$ cat config.mk
export PLATFORM = sky130hd
export DESIGN_NAME = lsu_bus_master
export DESIGN_NICKNAME = d
export VERILOG_FILES = /design/src/rtl/lsu_bus_master.sv
export SDC_FILE = /design/constraint.sdc
export NUM_CORES = 1
export LEC_CHECK = 0
export ABC_AREA = 1
export CAP_MARGIN = 10
export CELL_PAD_IN_SITES_DETAIL_PLACEMENT = 0
export CELL_PAD_IN_SITES_GLOBAL_PLACEMENT = 2
export CORE_ASPECT_RATIO = 1.25
export CORE_MARGIN = 10
export CORE_UTILIZATION = 25
export DETAILED_ROUTE_END_ITERATION = 12
export HOLD_SLACK_MARGIN = 0.12
export PLACE_DENSITY_LB_ADDON = 0.1
export SYNTH_ARGS = -nofsm -noshare
export SYNTH_HDL_FRONTEND = slang
export SYNTH_SLANG_ARGS = --single-unit
$ cat constraint.sdc
create_clock -name iCLK -period 1.9 [get_ports iCLK]
set_clock_uncertainty 0.2 [all_clocks]
set_input_delay 0.57 -clock iCLK [delete_from_list [all_inputs] [get_ports iCLK]]
set_output_delay 0.57 -clock iCLK [all_outputs]
set_load 0.01 [all_outputs]
$ cat src/rtl/lsu_bus_master.sv
// lsu_bus_master
// Purpose: single-outstanding load/store unit bus master. It accepts one core
// request in IDLE, performs one WRITE or READ access on a simple strobe bus,
// and finishes with a one-cycle oDone pulse. oFault accompanies oDone when the
// request is rejected.
//
// Ports:
//   iCLK, iRSTn           clock and asynchronous active-low reset
//   iReq, iWe, iFunct3    request, store/load select, RV32I width/sign code
//   iAddr, iWData         byte address and right-aligned store data
//   oBusy, oDone, oFault  status: busy in WRITE/READ, completion, rejection
//   oRData                extended load result (holds until the next load)
//   oReadEnable, oWriteEnable, oByteEnable, oAddress, oWriteData, iReadData
//                         data-memory bus
//   oState                debug view of the FSM state (0 IDLE,1 WRITE,2 READ,3 DONE)
//
// Parameter READ_WAIT (0-7): extra cycles oReadEnable is held before sampling.
// Macro LSU_MISALIGN_CHECK_EN: when defined, misaligned H/W accesses fault;
// when undefined, H is forced to a halfword boundary and W to offset 0.
//
// Handshake: iReq is sampled only in IDLE. A request seen there is consumed on
// that edge; requests in WRITE/READ/DONE are dropped, not queued. oDone is a
// single-cycle pulse that the core must not stall.
module lsu_bus_master #(
  parameter int unsigned READ_WAIT = 1
) (
  input  logic        iCLK,
  input  logic        iRSTn,
  input  logic        iReq,
  input  logic        iWe,
  input  logic [2:0]  iFunct3,
  input  logic [31:0] iAddr,
  input  logic [31:0] iWData,
  output logic        oBusy,
  output logic        oDone,
  output logic        oFault,
  output logic [31:0] oRData,
  output logic        oReadEnable,
  output logic        oWriteEnable,
  output logic [3:0]  oByteEnable,
  output logic [31:0] oAddress,
  output logic [31:0] oWriteData,
  input  logic [31:0] iReadData,
  output logic [1:0]  oState
);

  typedef enum logic [1:0] {
    IDLE  = 2'd0,
    WRITE = 2'd1,
    READ  = 2'd2,
    DONE  = 2'd3
  } lsuState;

  localparam logic [2:0] LAST_WAIT = READ_WAIT[2:0];

  lsuState     state;
  logic [2:0]  waitCnt;
  logic        captured;   // read word taken; one more cycle to extend it
  logic [2:0]  ldFunct3;
  logic [1:0]  ldOff;
  logic [31:0] rawWord;

  // Request decode, only meaningful in IDLE.
  logic        reqFault;
  logic [1:0]  reqOff;
  logic [3:0]  reqBe;
  logic [31:0] reqWData;

  always_comb begin
    reqFault = 1'b0;
    reqOff   = 2'b00;
    reqBe    = 4'b0000;
    reqWData = 32'h0;
    if (iWe)
      reqFault = !(iFunct3 == 3'b000 || iFunct3 == 3'b001 || iFunct3 == 3'b010);
    else
      reqFault = (iFunct3 == 3'b011 || iFunct3 == 3'b110 || iFunct3 == 3'b111);
`ifdef LSU_MISALIGN_CHECK_EN
    if (iFunct3[1:0] == 2'b01 && iAddr[0])
      reqFault = 1'b1;
    if (iFunct3[1:0] == 2'b10 && iAddr[1:0] != 2'b00)
      reqFault = 1'b1;
`endif
    // Halfword offset ignores addr[0]; with the check enabled that bit is
    // already known to be zero for legal requests, so one path serves both.
    case (iFunct3[1:0])
      2'b00: begin
        reqOff   = iAddr[1:0];
        reqBe    = 4'b0001 << reqOff;
        reqWData = {4{iWData[7:0]}};
      end
      2'b01: begin
        reqOff   = {iAddr[1], 1'b0};
        reqBe    = 4'b0011 << reqOff;
        reqWData = {2{iWData[15:0]}};
      end
      default: begin
        reqOff   = 2'b00;
        reqBe    = 4'b1111;
        reqWData = iWData;
      end
    endcase
  end

  function automatic logic [31:0] extendLoad(input logic [31:0] word,
                                             input logic [2:0]  f3,
                                             input logic [1:0]  off);
    logic [31:0] s;
    logic [31:0] r;
    s = word >> {off, 3'b000};
    case (f3[1:0])
      2'b00:   r = f3[2] ? {24'h0, s[7:0]}  : {{24{s[7]}}, s[7:0]};
      2'b01:   r = f3[2] ? {16'h0, s[15:0]} : {{16{s[15]}}, s[15:0]};
      default: r = s;
    endcase
    return r;
  endfunction

  always_ff @(posedge iCLK or negedge iRSTn) begin
    if (!iRSTn) begin
      state        <= IDLE;
      waitCnt      <= 3'd0;
      captured     <= 1'b0;
      ldFunct3     <= 3'd0;
      ldOff        <= 2'd0;
      rawWord      <= 32'h0;
      oBusy        <= 1'b0;
      oDone        <= 1'b0;
      oFault       <= 1'b0;
      oRData       <= 32'h0;
      oReadEnable  <= 1'b0;
      oWriteEnable <= 1'b0;
      oByteEnable  <= 4'h0;
      oAddress     <= 32'h0;
      oWriteData   <= 32'h0;
    end else begin
      case (state)
        IDLE: begin
          oDone  <= 1'b0;
          oFault <= 1'b0;
          if (iReq) begin
            ldFunct3 <= iFunct3;
            ldOff    <= reqOff;
            waitCnt  <= 3'd0;
            captured <= 1'b0;
            if (reqFault) begin
              state  <= DONE;
              oDone  <= 1'b1;
              oFault <= 1'b1;
            end else begin
              oBusy       <= 1'b1;
              oAddress    <= {iAddr[31:2], 2'b00};
              oByteEnable <= reqBe;
              if (iWe) begin
                state        <= WRITE;
                oWriteEnable <= 1'b1;
                oWriteData   <= reqWData;
              end else begin
                state       <= READ;
                oReadEnable <= 1'b1;
              end
            end
          end
        end
        WRITE: begin
          state        <= DONE;
          oWriteEnable <= 1'b0;
          oBusy        <= 1'b0;
          oAddress     <= 32'h0;
          oByteEnable  <= 4'h0;
          oWriteData   <= 32'h0;
          oDone        <= 1'b1;
        end
        READ: begin
          if (!captured) begin
            if (waitCnt == LAST_WAIT) begin
              rawWord     <= iReadData;
              captured    <= 1'b1;
              oReadEnable <= 1'b0;
            end else begin
              waitCnt <= waitCnt + 3'd1;
            end
          end else begin
            // Extension cycle: the sampled word is aligned and extended here.
            state       <= DONE;
            oRData      <= extendLoad(rawWord, ldFunct3, ldOff);
            oBusy       <= 1'b0;
            oAddress    <= 32'h0;
            oByteEnable <= 4'h0;
            oDone       <= 1'b1;
          end
        end
        DONE: begin
          state    <= IDLE;
          waitCnt  <= 3'd0;
          captured <= 1'b0;
          oDone    <= 1'b0;
          oFault   <= 1'b0;
        end
        default: state <= IDLE;
      endcase
    end
  end

  assign oState = state;

endmodule

# == Word-level counts from Yosys, hierarchy flattened ==
# Cells that the tools add are included.
# totals
ff_bits,148
input_bits,103
output_inout_bits,107
elab_cells,113
# classes
n_addsub,1
n_eq_ne,19
shift,3
muxes,51
bitwise,1
reduce_logical,23
# ops
op,count
two-way mux 32 bit,8
case mux 32 bit (2 select lines),3
case mux 32 bit (3 select lines),1
>> shifter 32 x 5 -> 32 bit,1
two-way mux 1 bit,18
inequality test 2 bit (second input constant),8
two-way mux 4 bit,3
case mux 4 bit (3 select lines),1
AND reduction 4 bit,3
two-way mux 3 bit,3
case mux 3 bit (3 select lines),1
two-way mux 2 bit,4
case mux 2 bit (4 select lines),1
case mux 4 bit (2 select lines),1
AND reduction 2 bit,4
equality test 2 x 1 -> 1 bit (second input constant),3
equality test 3 x 1 -> 1 bit (second input constant),2
equality test 3 x 2 -> 1 bit (second input constant),2
equality test 3 bit (second input constant),2
logical NOT 2 bit,3
case mux 1 bit (2 select lines),3
case mux 1 bit (3 select lines),2
AND reduction 6 bit,1
nonzero test 2 bit,3
other kinds (12),17

# == Depth between registers and ports, before layout ==
# Gate-level depths: netlist of the first run.
# depth
word_depth,8
mapped_depth,11
depth_no_buf,9

# == Worst setup path before layout of the first run ==
# Ideal clock, no wire load.
# synth_timing
path_type,register to register
start,"reg state[0], in the netlist oState[0]"
end,reg oAddress[30]
setup_time_ns,0.118
arrival_time_ns,1.624
t_required_ns,1.582
slack_ns,-0.042
stages_incl_launch_ff,11
n_path_buf,3
synth_period_minus_slack_ns,1.942
cell_sequence,dfrtp_1 > inv_1 > ha_1 > buf_2 > nor2_1 > nor2_2 > nand2_4 > buf_6 > buf_8 > nand2_1 > o21ai_2
# synth_via
elab_chain_len,3
word_cells_on_any_way,9
classes_between,5 x eq/ne; 1 x mux; 3 x reduce/logical
# synth_rtl
element,line,rtl
start: declaration,56,lsuState state;
start signal: assignment,121,state <= IDLE;
start signal: assignment,147,state <= DONE;
start signal: assignment,155,state <= WRITE;
equality test 2 bit (tied with other cells),137,case (state)
inequality test 2 bit (no line) / nonzero test 3 bit (equally long branches),--,
AND reduction 4 bit (no line),--,
end signal: assignment,152,"oAddress <= {iAddr[31:2], 2'b00};"
end: declaration,41,"output logic [31:0] oAddress,"
# Parallel ways exist; a longest one is shown, timed or not.
# A chain may end at the register's enable or synchronous reset.

# == Final worst setup path of the first run ==
# layout_timing
start,"reg state[1], in the netlist oState[1]"
end,out oState[1]
# layout_lines
element,line,rtl
end: declaration,44,output logic [1:0] oState
# No word-level cell between the ends.

==> out/metrics.cfg, run 1 <==
[sta]
fmax_mhz=529
maxSlewViolCount=0
hold_violations=0
setup_viol=0
min_period_over_period_pct=99.6
rsz0062_at_grt=yes
fin_crit_ns=1.89
tns_ns=0

[worst_setup_path]
worstSetupPathType=flip-flop to output port
required_ns=1.13
worstPathArrival_ns=1.12
worstSetupStartpointType=flip-flop
ff2ff_setup_slack_ns=0.03
cp_slowest_stage_delay_ns=0.41
reg2reg_depth=7
r2r_start=oState[0]
endpoint_kind=output port
cpMaxStageDelayCell=dfrtp_1
path_cells=buf_4, buf_2
r2r-end=rawWord[7]
crit_path_max_fanout=3

[placed_design]
placement.cell_area_sq_um=10500
dp_hpwl_um=20200
gp_congestion=0.737
portBuffers=207

[clock_network]
clock-sinks=146
htree_levels=4
path_clk_slew_ns=0.06
worstSkewPairLatency_ns=0.43
cts_buffer_depth=2
cts_tree=done
cts-root-buf=clkbuf_16
cts_buffers=17

[global_route]
groute.usage.overall_pct=14.7
grt_max_degree=52
grt_pass1_vias=7275
grt-ovfl-total=0
grt_pass1_wl_um=42500
grt_antenna_before_repair=2

[routing]
wl_per_cell_um=17.5
ant_nets=0
drc=0
routed-via-count=6782
routed_wirelength_um=27400
firstDrtPassIters=4
routed_via_density=4.31
drtIter0Drc=285

[die]
num_rows=70
dieHeight_um=213
core_sq_um=29300
die_area_sq_um=37200
die_width_um=174
io_pins=210
initial_core_util_pct=25.4

[final_layout]
drive_gt1_share_pct=18.7
final_core_utilization_pct=38.2
nNetsFinal=1274
stdcell_area_sq_um=11200
antenna_cells=0
syn_to_final_growth_pct=50.3

[outcome]
status=finished clean

[min_path]
min_from=oWriteData[12]
hold_depth=2
min_to=oWriteData[12]
hp-class=flip-flop to flip-flop

[power]
powerDensity_nw_per_um2=1740
p_leak_nw=5.47
peakVddDrop_mv=0.620
power_mw=19.5

[yosys]
yosysWarnings=0
netlist_instances=907
yosysUniqueCellTypes=36
synth.avg_cell_area_sq_um=8.22
syn_area_sq_um=7450
synth-seq-cells=146
yosysSeqAreaShare_pct=49.0

[job]
maxCapViolCount=0

[power breakdown]
group	total (mW)	switching, mW	leakage, nW	internal [mW]
Clock	3.42	1.43	0.269	2.00
Sequential	5.51	0.924	1.79	4.59
Combinational	10.6	5.77	3.41	4.80
Total	19.5	8.13	5.47	11.4
[per-stage QoR]
stage	worst slack (ns)	hold WS, ns	instances
detailed placement	-0.495	0.235	1534
floorplan	0.0103	0.0744	908
finish	0.00853	0.268	1572
global route	-0.0527	0.296	1572
CTS	-0.0218	0.275	1568
global placement	-0.484	0.234	1534
[critical path: cells and delay by family, from the launching register on]
kind	cells	cell delay [ns]
flops	1	0.41
buf+inv	2	0.29
[logic make-up after synthesis]
group	count (synthesis)	share of synthesized area, %
AOI/OAI and AO/OA	132	10.2
xor gates and xnor gates	1	0.118
adders and majority gates	8	1.34
buffers and inverters	143	8.75
DFF	146	49.0
muxes	19	3.41
other	1	0.0503
and+or+nand+nor	457	27.1
[worst max-delay path by stage]
stage                          start              to  slack [ns]  depth (start not counted)
after floorplan            oState[1]    oAddress[30]        0.01                         10
after global placement    iFunct3[0]  oByteEnable[2]       -0.48                          8
after detailed placement  iFunct3[1]  oByteEnable[2]       -0.50                          8
after CTS                  oState[1]       oState[1]       -0.02                          2
after global routing       oState[0]     rawWord[21]       -0.05                          8
final                      oState[1]       oState[1]       0.009                          2
[synth_stat cells, drive strengths merged]
cell	instances	area [sq um]
nand2	289	1130
dfrtp	146	3650
inv	84	315
o21ai	65	374
nor2	55	229
nand3	54	280
buf	42	273
a21oi	40	200
nand4	35	225
or2	23	144
mux2	18	244
clkbuf	17	63.8
o211ai	14	105
a31oi	9	56.3
ha	8	100
a22oi	2	15.0
o22ai	2	12.5
conb	1	3.75
mux2i	1	10.0
nor3	1	10.0
xor2	1	8.76
[routing by layer]
| metal | vias up | GRT usage (%) | share of wire [%] |
|---|---|---|---|
| met5 | - | 0 | 0.095 |
| met3 | 24 | 5.57 | 7.1 |
| li1 | 3439 | - | - |
| met4 | 4 | 4.31 | 1.5 |
| met2 | 149 | 25.7 | 51 |
| met1 | 3166 | 16.4 | 41 |
[flip-flops by register name, indices dropped and copies added, names as in the netlist]
register      flops
oState            2
rawWord          32
oByteEnable       4
captured          1
oWriteData       32
ldFunct3          3
oAddress         30
oDone             1
oWriteEnable      1
ldOff             2
oBusy             1
oRData           32
waitCnt           3
oFault            1
oReadEnable       1
[final cells by class]
cell class                      instances  area [sq um]
Tap cell                              396           495
Inverter                               84           315
Fill cell                            3056         18100
Clock buffer                           19           453
Timing Repair Buffer                  295          2930
Clock inverter                         13           136
Multi-Input combinational cell        619          3210
Sequential cell                       146          3660
[cells in the final DEF, fill, tap and decap left out, drive strengths merged, types with 23 or more instances in the layout]
cell | synthesis | layout
or2 | 23 | 23
clkdlybuf4s50 | 0 | 100
nand3 | 54 | 54
o21ai | 65 | 65
a21oi | 40 | 40
nand4 | 35 | 35
clkdlybuf4s15 | 0 | 76
buf | 42 | 88
nor2 | 55 | 55
inv | 84 | 84
dfrtp | 146 | 146
nand2 | 289 | 289
clkbuf | 17 | 32
[repair_timing]
action                                  CTS  global route
hold endpoints to repair                146             0
hold buffers                              1             0
endpoints found under the setup margin  135           156
buffers inserted                          1             2
pin swaps                                 0             4
resized for setup                       177            58
gates cloned                              0             2
(Power assumes the default switching activity.)
==> run 2: changes to the inputs <==
CORE_UTILIZATION = 33   (was 25)
DONT_BUFFER_PORTS = 1   (was unset)
MAX_ROUTING_LAYER = met4   (was unset)
==> out/metrics.cfg, run 2 (synthesis results as in run 1) <==
[routing]
routed_via_density=4.89  ; +13%
firstDrtPassIters=6  ; +2
drc=0  ; unchanged
ant_nets=0  ; unchanged
routed_wirelength_um=23900  ; -13%
routed-via-count=6273  ; -7.5%
wl_per_cell_um=18.6  ; +6.5%
drtIter0Drc=343  ; +20%

[worst_setup_path]
cp_slowest_stage_delay_ns=0.41  ; about the same
cp_num_buf_inv=2  ; unchanged
path_cells=inv_2, ha_2, nand2_2, nor2_4, nand2_4, buf_12, mux2_4
required_ns=2.00  ; +0.87 ns
worstSetupStartpointType=flip-flop
crit_path_max_fanout=13  ; +10
cpMaxStageDelayCell=dfrtp_2
cpLargestDelayFamily=flip-flops
endpoint_kind=flip-flop
worstSetupPathType=flip-flop to flip-flop
worstPathArrival_ns=1.92  ; +0.80 ns

[clock_network]
cts_buffer_depth=2  ; unchanged
clock-sinks=146  ; unchanged
cts_tree=done
cts_buffers=17  ; unchanged
htree_levels=4  ; unchanged
hold_buffers=65  ; +64
cts-root-buf=clkbuf_16
path_clk_slew_ns=0.06  ; about the same
worstSkewPairLatency_ns=0.42  ; about the same

[power]
powerDensity_nw_per_um2=1890  ; +8.3%
peakVddDrop_mv=0.946  ; +53%
seqPwrFrac_pct=35.1  ; +6.8 points
power_mw=17.7  ; -9.3%
p_int_mw=10.3  ; -9.8%
switching_share_pct=42.0  ; +0.33 points
pwr-share-clk_pct=21.0  ; +3.5 points
p_switching_mw=7.43  ; -8.6%
p_leak_nw=4.68  ; -14%
combPwrFrac_pct=43.9  ; -10 points

[final_layout]
final_common_cell=nand2_1
biggestRegsByFlops=oRData: 32 flops, oWriteData: 32 flops, rawWord: 32 flops
nNetsFinal=1099  ; -14%
syn_to_final_growth_pct=25.9
drive_gt1_share_pct=16.5  ; -2.2 points
layout_common_cells=nand2_1 (275), dfrtp_1 (145), inv_1 (77)
stdcell_area_sq_um=9380  ; -16%
antenna_cells=0  ; unchanged

[die]
initial_core_util_pct=33.6  ; +8.2 points
num_rows=61  ; -13%
dieHeight_um=188  ; -12%
die_width_um=154  ; -11%
core_sq_um=22200  ; -24%
die_area_sq_um=29000  ; -22%
io_pins=210  ; unchanged

[sta]
whs_ns=-0.355  ; -0.623 ns
hold_violations=146  ; +146
worst_slack_ns=0.0828  ; +0.0743 ns
setup_viol=0  ; unchanged
maxSlewViolCount=0  ; unchanged
fin_crit_ns=1.82  ; -0.0743 ns
slew_headroom_pct=57.7
max_slew.worst_pin.slew_ns=0.633
fmax_mhz=550  ; +4.1%
rsz0062_at_grt=no
min_period_over_period_pct=95.6  ; -3.9 points

[global_route]
grt_max_degree=147  ; +180%
grt-ovfl-total=0  ; unchanged
grt_antenna_before_repair=0  ; -2
groute.usage.overall_pct=16.8  ; +2.1 points
grt_pass1_wl_um=37900  ; -11%
grt_pass1_vias=6773  ; -6.9%

[placed_design]
gp_congestion=0.874  ; +19%
pre_cts_slack_ns=-0.0450  ; +0.450 ns
dp_hpwl_um=17500  ; -13%
placement.cell_area_sq_um=8020  ; -24%
portBuffers=0  ; -100%

[outcome]
violations=hold timing
status=finished, violations left

[min_path]
hp-class=input pin to async pin

[job]
maxCapViolCount=0  ; unchanged

-- run 2: cell count changes in the layout (fill, tap and decap cells not counted), sizes merged, moves of 12 or more --
| cell | delta |
|---|---|
| clkdlybuf4s50 | -100 |
| clkdlybuf4s15 | -76 |
| dlygate4sd3 | +64 |
| buf | -34 |
| dlygate4sd2 | -16 |
| clkbuf | -12 |
-- run 2: routing by layer --
| metal | global-route usage [%] | routed length, um |
|---|---|---|
| met3 | 6.00 | 1760 |
| met5 | - | 0 |
| met2 | 28.8 | 12400 |
| met1 | 17.5 | 9090 |
| met4 | 5.90 | 562 |
-- run 2: final cells by class --
type	count	area, sq um
inverter	84	315
tap	283	354
clock buffer	19	443
sequential	146	3650
clock inverter	12	205
multi-input combinational	619	3180
fill	2202	12800
timing repair buffer	120	1230
-- run 2: worst paths after layout --
kind                       startpoint     endpoint  slack [ns]  cells after the start
min in group iCLK            iAddr[1]     ldOff[1]        0.17                      2
max reg2reg                 oState[0]   rawWord[2]        0.08                      7
min                             iRSTn    oRData[3]       -0.36                      0
max in group asynchronous       iRSTn  rawWord[26]        1.46                      0
max                         oState[0]   rawWord[2]        0.08                      7
min reg2reg                waitCnt[0]   waitCnt[0]        0.33                      1
-- run 2: repair_timing --
item                                   in CTS  in global routing
gates cloned                                0                  1
endpoints found under the hold margin     212                146
pin swaps                                   1                  1
setup endpoints to repair                   3                 67
buffers inserted                            1                  0
gates resized for setup                     3                  4
-- run 2: worst register-to-register path: stages (launching register included) --
cell and delay (ns):
dfrtp_2 0.41, inv_2 0.07, ha_2 0.25, nand2_2 0.09, nor2_4 0.11, nand2_4 0.10
buf_12 0.17, mux2_4 0.30
-- run 2: per-stage QoR --
stage	setup TNS (ns)	util (%)	std cells	hold WS [ns]
floorplan	0	-	908	0.0744
global placement	-0.00692	36.1	1185	0.0829
detailed placement	-0.0450	36.1	1185	0.0813
CTS	0	42.0	1282	-0.385
global route	0	42.3	1283	-0.383
finish	0	42.3	1283	-0.355
-- run 2: power by group through the flow --
stage	sequential, mW	combinational [mW]	clock (mW)
after floorplan	5.80	5.35	0
after global placement	6.33	7.28	0
after detailed placement	6.34	7.47	0
after CTS	6.30	7.68	3.84
after global routing	6.45	8.74	3.97
final	6.22	7.77	3.72
